$ cat config.mk
export PLATFORM = sky130hd
export DESIGN_NAME = time_set_ctrl
export DESIGN_NICKNAME = d
export VERILOG_FILES = /design/src/rtl/time_set_ctrl.sv
export SDC_FILE = /design/constraint.sdc
export NUM_CORES = 1
export LEC_CHECK = 0
export ABC_AREA = 0
export BUFFER_PORTS_ARGS = -buffer_cell sky130_fd_sc_hd__buf_2
export CORE_UTILIZATION = 45
export CTS_CLUSTER_DIAMETER = 60
export DETAILED_ROUTE_END_ITERATION = 10
export PLACE_DENSITY = 0.68
export SYNTH_ARGS = -nofsm -noshare
export SYNTH_HDL_FRONTEND = slang
export SYNTH_SLANG_ARGS = --single-unit
$ cat constraint.sdc
create_clock -name clk -period 2 [get_ports clk]
set_clock_uncertainty 0.15 [all_clocks]
set_input_delay 0 -clock clk [delete_from_list [all_inputs] [get_ports clk]]
set_output_delay 0 -clock clk [all_outputs]
set_load 0.01 [all_outputs]
$ cat src/rtl/time_set_ctrl.sv
// Push-button time-setting controller: synchronises and debounces three buttons,
// walks RUN -> SET_HR -> SET_MIN -> COMMIT and edits a BCD HH:MM copy for the time counter.
module time_set_ctrl #(
    parameter int DEBOUNCE_CYCLES = 250000
) (
    input  logic       clk,
    input  logic       reset,
    input  logic       btn_mode,
    input  logic       btn_up,
    input  logic       btn_down,
    input  logic [1:0] cur_hour_tens,
    input  logic [3:0] cur_hour_units,
    input  logic [2:0] cur_min_tens,
    input  logic [3:0] cur_min_units,
    output logic [1:0] set_hour_tens,
    output logic [3:0] set_hour_units,
    output logic [2:0] set_min_tens,
    output logic [3:0] set_min_units,
    output logic       load,
    output logic       clk_en,
    output logic [1:0] mode
);

    localparam int CW = $clog2(DEBOUNCE_CYCLES);
    localparam logic [CW-1:0] CNT_LAST = CW'(DEBOUNCE_CYCLES - 1);

    typedef enum logic [1:0] {
        S_RUN     = 2'b00,
        S_SET_HR  = 2'b01,
        S_SET_MIN = 2'b10,
        S_COMMIT  = 2'b11
    } state_t;

    // Button vectors are ordered {mode, up, down}.
    logic [2:0]    w_btnRaw;
    logic [2:0]    r_sync1;
    logic [2:0]    r_sync2;
    logic [2:0]    r_db;
    logic [2:0]    r_dbDly;
    logic [2:0]    r_press;
    logic [CW-1:0] r_cnt [3];

    state_t     r_state;
    state_t     w_stateNext;
    logic [5:0] r_hrSet;
    logic [6:0] r_minSet;
    logic [5:0] w_hrNext;
    logic [6:0] w_minNext;
    logic       r_load;
    logic       r_clkEn;

    logic w_pressMode;
    logic w_pressUp;
    logic w_pressDown;

    assign w_btnRaw    = {btn_mode, btn_up, btn_down};
    assign w_pressMode = r_press[2];
    assign w_pressUp   = r_press[1];
    assign w_pressDown = r_press[0];

    // A level is accepted only after the synchronised value differs from the
    // debounced one for DEBOUNCE_CYCLES consecutive clocks.
    always_ff @(posedge clk or negedge reset) begin
        if (!reset) begin
            r_sync1 <= '0;
            r_sync2 <= '0;
            r_db    <= '0;
            r_dbDly <= '0;
            r_press <= '0;
            for (int i = 0; i < 3; i++) begin
                r_cnt[i] <= '0;
            end
        end else begin
            r_sync1 <= w_btnRaw;
            r_sync2 <= r_sync1;
            r_dbDly <= r_db;
            r_press <= r_db & ~r_dbDly;
            for (int i = 0; i < 3; i++) begin
                if (r_sync2[i] == r_db[i]) begin
                    r_cnt[i] <= '0;
                end else if (r_cnt[i] == CNT_LAST) begin
                    r_db[i]  <= r_sync2[i];
                    r_cnt[i] <= '0;
                end else begin
                    r_cnt[i] <= r_cnt[i] + CW'(1);
                end
            end
        end
    end

    function automatic logic [5:0] hourInc(input logic [1:0] t, input logic [3:0] u);
        if (t == 2'd2 && u == 4'd3) return 6'd0;
        else if (u == 4'd9)         return {t + 2'd1, 4'd0};
        else                        return {t, u + 4'd1};
    endfunction

    function automatic logic [5:0] hourDec(input logic [1:0] t, input logic [3:0] u);
        if (t == 2'd0 && u == 4'd0) return {2'd2, 4'd3};
        else if (u == 4'd0)         return {t - 2'd1, 4'd9};
        else                        return {t, u - 4'd1};
    endfunction

    function automatic logic [6:0] minInc(input logic [2:0] t, input logic [3:0] u);
        if (t == 3'd5 && u == 4'd9) return 7'd0;
        else if (u == 4'd9)         return {t + 3'd1, 4'd0};
        else                        return {t, u + 4'd1};
    endfunction

    function automatic logic [6:0] minDec(input logic [2:0] t, input logic [3:0] u);
        if (t == 3'd0 && u == 4'd0) return {3'd5, 4'd9};
        else if (u == 4'd0)         return {t - 3'd1, 4'd9};
        else                        return {t, u - 4'd1};
    endfunction

    // Mode press always takes priority over up/down; up and down together cancel.
    always_comb begin
        w_stateNext = r_state;
        w_hrNext    = r_hrSet;
        w_minNext   = r_minSet;
        case (r_state)
            S_RUN: begin
                if (w_pressMode) begin
                    w_stateNext = S_SET_HR;
                    w_hrNext    = {cur_hour_tens, cur_hour_units};
                    w_minNext   = {cur_min_tens, cur_min_units};
                end
            end
            S_SET_HR: begin
                if (w_pressMode) begin
                    w_stateNext = S_SET_MIN;
                end else if (w_pressUp && !w_pressDown) begin
                    w_hrNext = hourInc(r_hrSet[5:4], r_hrSet[3:0]);
                end else if (w_pressDown && !w_pressUp) begin
                    w_hrNext = hourDec(r_hrSet[5:4], r_hrSet[3:0]);
                end
            end
            S_SET_MIN: begin
                if (w_pressMode) begin
                    w_stateNext = S_COMMIT;
                end else if (w_pressUp && !w_pressDown) begin
                    w_minNext = minInc(r_minSet[6:4], r_minSet[3:0]);
                end else if (w_pressDown && !w_pressUp) begin
                    w_minNext = minDec(r_minSet[6:4], r_minSet[3:0]);
                end
            end
            S_COMMIT: begin
                w_stateNext = S_RUN;
            end
            default: begin
                w_stateNext = S_RUN;
            end
        endcase
    end

    always_ff @(posedge clk or negedge reset) begin
        if (!reset) begin
            r_state  <= S_RUN;
            r_hrSet  <= '0;
            r_minSet <= '0;
            r_load   <= 1'b0;
            r_clkEn  <= 1'b1;
        end else begin
            r_state  <= w_stateNext;
            r_hrSet  <= w_hrNext;
            r_minSet <= w_minNext;
            r_load   <= (w_stateNext == S_COMMIT);
            r_clkEn  <= (w_stateNext == S_RUN);
        end
    end

    assign set_hour_tens  = r_hrSet[5:4];
    assign set_hour_units = r_hrSet[3:0];
    assign set_min_tens   = r_minSet[6:4];
    assign set_min_units  = r_minSet[3:0];
    assign load           = r_load;
    assign clk_en         = r_clkEn;
    assign mode           = r_state;

endmodule

==> impl_metrics.env <==
export IMPL_fin_cells=702
export IMPL_grt_pass1_wl_mm=17.3
export IMPL_numCtsBuffers=9
export IMPL_core_rowCount=36
export IMPL_synth_ff_type="dfrtp_1"
export IMPL_cp_cell_sequence="inv_2 -> ha_2 -> or3b_2 -> a31oi_2 -> o21ai_1 -> mux2_2"
export IMPL_arrival_ns=2.04
export IMPL_critPathCaptureType="flip-flop"
export IMPL_seqPwrFrac_pct=57.1
export IMPL_clkSinkCount=86
export IMPL_crit_type="flip-flop to flip-flop"
export IMPL_synth_top_cell_area_share_pct=45.2
export IMPL_synthCells=480
export IMPL_nFillCells=860
export IMPL_critPathLaunchType="flip-flop"
export IMPL_p_leak_nw=2.44
export IMPL_die_height_um=104
export IMPL_syn_num_nets=515
export IMPL_slew_violations=0
export IMPL_synth_edf_count=0
export IMPL_synth_seq_cells=86
export IMPL_grtUsageTotal_pct=19.3
export IMPL_seq_area_mm2=0.00216
export IMPL_avgViaCountPerCell=5.57
export IMPL_antenna_left=0
export IMPL_finalCritPeriodShare_pct=96.4
export IMPL_drc_errors=0
export IMPL_crit_path_max_incr_delay_ns=0.45
export IMPL_power_frac_clock_pct=37.6
export IMPL_gp_congestion=0.887
export IMPL_drive_gt1_share_pct=20.6
export IMPL_fmax_mhz=518
export IMPL_synth_async_reset_ratio_pct=100
export IMPL_p_sw_uw=775
export IMPL_multi_input_area_mm2=0.00246
export IMPL_period_minus_slack_ns=1.93
export IMPL_power_frac_comb_pct=5.4
export IMPL_die_w_um=104
export IMPL_area_growth_pct=20.6
export IMPL_grt_overflow_total=0
export IMPL_route_vias_total=3910
export IMPL_coreArea_mm2=0.00995
export IMPL_crit_slowest_cell="or3b_2"
export IMPL_synth_area_leaders="dfrtp_1 (45%), ha_1 (4.5%), nor2_1 (4.3%), xor2_1 (3.5%), xnor2_1 (3.2%)"
export IMPL_maxSlewHeadroom_pct=36.8
export IMPL_p_per_area_mw_per_mm2=549
export IMPL_initialDrtViolationCount=208
export IMPL_netlist_cell_type_count=66
export IMPL_wl_per_cell_um=14.0
export IMPL_drv_cap=0
export IMPL_tightest_slew_ns=0.945
export IMPL_dp_cells=666
export IMPL_grt_pass1_vias=3747
export IMPL_antenna_found_initial=0
export IMPL_fin_nets=599
export IMPL_dpl_hpwl_mm=6.99
export IMPL_insertedDiodeCount=0
export IMPL_setup_violations_final=0
export IMPL_syn_area_mm2=0.00471
export IMPL_peakVddDrop_v=0.000360
export IMPL_path_max_fanout=3
export IMPL_path_clk_slew_ns=0.10
export IMPL_hold_path_class="input pin to async pin"
export IMPL_die_area_mm2=0.0109
export IMPL_insertion_delay_ns=0.36
export IMPL_io_pins=35
export IMPL_first_pass_iters=4
export IMPL_tritoncts="done"
export IMPL_clock_path_buffers=2
export IMPL_htree_levels=3
export IMPL_initial_core_util_pct=47.3
export IMPL_grt_max_degree=44
export IMPL_switching_share_pct=24.9
export IMPL_ff2ff_path_depth=6
export IMPL_fin_hold_ws_ns=0.0218
export IMPL_r2r_start="r_hrSet[1]"
export IMPL_internal_power_mw=2.34
export IMPL_final_hold_viol_count=0
export IMPL_synth_area_per_cell_um2=9.81
export IMPL_synth_seq_area_share_pct=45.7
export IMPL_port_buffers=34
export IMPL_status="finished clean"
export IMPL_regToRegEndpoint="r_hrSet[5]"
export IMPL_crit_required_ns=2.11
export IMPL_yosysTopAreaCell="dfrtp_1"
export IMPL_wl_mm=9.79
export IMPL_ys_warn_count=0
export IMPL_cts_root_buf="clkbuf_8"
export IMPL_ff2ff_setup_slack_ns=0.07
-- layout make-up --
class / instances / area share [%]
Multi-Input combinational cell: 360 / 43.3
Sequential cell: 86 / 38.0
Timing Repair Buffer: 87 / 11.1
Tap cell: 133 / 2.93
Clock buffer: 10 / 2.43
Inverter: 20 / 1.32
Clock inverter: 6 / 0.904
-- metal layers --
layer | global-route usage [%] | share of wire (%) | vias up
li1 | - | - | 1916
met1 | 26.9 | 47 | 1875
met2 | 30.0 | 46 | 107
met3 | 3.51 | 5.0 | 12
met4 | 7.14 | 1.3 | 0
met5 | 0 | 0 | -
-- kinds of logic (layout without fill, tap and decap cells) --
| kind of cell | count (synthesis) | after routing | synth area share (%) |
|---|---|---|---|
| AO/OA/AOI/OAI | 85 | 85 | 13.7 |
| flip-flops | 86 | 86 | 45.7 |
| multiplexers | 5 | 5 | 1.17 |
| XOR/XNOR | 36 | 36 | 6.70 |
| AND/OR/NAND/NOR | 217 | 217 | 25.3 |
| adder cells (fa/ha/maj) | 17 | 17 | 4.52 |
| buffers and inverters | 34 | 123 | 2.90 |
-- power groups by stage --
| stage | logic (mW) | registers, mW | clock network [mW] |
|---|---|---|---|
| after global placement | 0.140 | 1.81 | 0 |
| final | 0.167 | 1.78 | 1.17 |
| after detailed placement | 0.143 | 1.81 | 0 |
| after CTS | 0.171 | 1.78 | 1.21 |
| after global routing | 0.192 | 1.78 | 1.27 |
| after floorplan | 0.0636 | 1.81 | 0 |
-- state kept, by name, indices dropped and copies added, names as in the netlist --
register  flops
r_sync1       3
load          1
r_minSet      7
r_db          3
r_cnt        54
r_press       3
mode          2
r_hrSet       6
r_sync2       3
clk_en        1
r_dbDly       3
-- cells in the mapped netlist, types with 2 or more instances --
| cell type | n |
|---|---|
| a21o_1 | 2 |
| mux2_2 | 4 |
| nand2_1 | 29 |
| nand3b_1 | 2 |
| nor2_1 | 54 |
| and4_1 | 4 |
| and2_1 | 5 |
| or4_1 | 9 |
| clkbuf_1 | 7 |
| xor2_1 | 19 |
| o31ai_1 | 10 |
| o22ai_1 | 2 |
| o21ai_0 | 15 |
| ha_1 | 17 |
| o211ai_1 | 4 |
| a311oi_1 | 2 |
| nand4_1 | 10 |
| nor4_1 | 12 |
| a211oi_1 | 2 |
| or3_1 | 7 |
| xnor2_1 | 17 |
| a21oi_1 | 18 |
| buf_2 | 7 |
| a22oi_1 | 3 |
| nand2b_1 | 7 |
| nor3_1 | 6 |
| o41ai_4 | 3 |
| nor2b_1 | 10 |
| nand4b_1 | 3 |
| dfrtp_1 | 85 |
| o2bb2ai_1 | 2 |
| a31oi_1 | 4 |
| or3b_2 | 4 |
| o221ai_1 | 2 |
| nor4b_1 | 3 |
| nand3_1 | 29 |
| a221oi_1 | 3 |
| nor3b_1 | 3 |
| inv_1 | 20 |
| and3_1 | 8 |
| and3b_1 | 2 |
-- worst max-delay path by stage --
stage	slack (ns)	startpoint	depth (start not counted)	to
after CTS	0.04	r_hrSet[1]	6	r_hrSet[5]
after detailed placement	0.03	r_press[0]	6	r_hrSet[4]
final	0.07	r_hrSet[1]	6	r_hrSet[5]
after floorplan	-0.006	r_minSet[0]	6	r_minSet[4]
after global placement	0.07	r_press[0]	6	r_hrSet[5]
after global routing	-0.01	r_hrSet[1]	6	r_hrSet[5]
-- metrics by stage --
stage	TNS, ns	power (mW)	worst slack, ns	utilization [%]	area, um^2
floorplan	-0.00598	1.87	-0.00598	-	4720
global placement	0	1.95	0.0662	52.8	5260
detailed placement	0	1.95	0.0284	52.8	5260
CTS	0	3.16	0.0392	56.5	5630
global route	-0.0104	3.25	-0.0104	57.0	5680
finish	0	3.11	0.0711	57.0	5680
-- cells in the final DEF, fill, tap and decap left out, types with 4 or more instances in the layout --
cell type       n
a21oi_1        18
and2_1          5
and3_1          8
and4_1          4
buf_2          33
buf_4          35
clkbuf_8       10
dfrtp_1        82
dlygate4sd3_1  18
ha_1           14
inv_1          17
mux2_2          4
nand2_1        29
nand2b_1        7
nand3_1        29
nand4_1        10
nor2_1         53
nor2b_1        10
nor3_1          6
nor4_1         12
o211ai_1        4
o21ai_0        13
o31ai_1        10
or3_1           7
or4_1           9
xnor2_1        17
xor2_1         19
-- timing repair --
action / in CTS / in global routing
setup buffers: 0 / 2
gates cloned: 0 / 0
pin swaps: 0 / 3
hold buffers: 18 / 0
hold endpoints to repair: 102 / 0
endpoints found under the setup margin: 1 / 12
resized for setup: 1 / 12
-- worst max-delay path: cells and delay by family, from the launching register on --
kind            cells  cell delay [ns]
buf+inv             1             0.07
mux                 1             0.27
simple gates        1             0.45
fa+ha+maj           1             0.19
compound gates      2             0.29
flops               1             0.40
No activity file was read; power rests on OpenSTA's default activity.
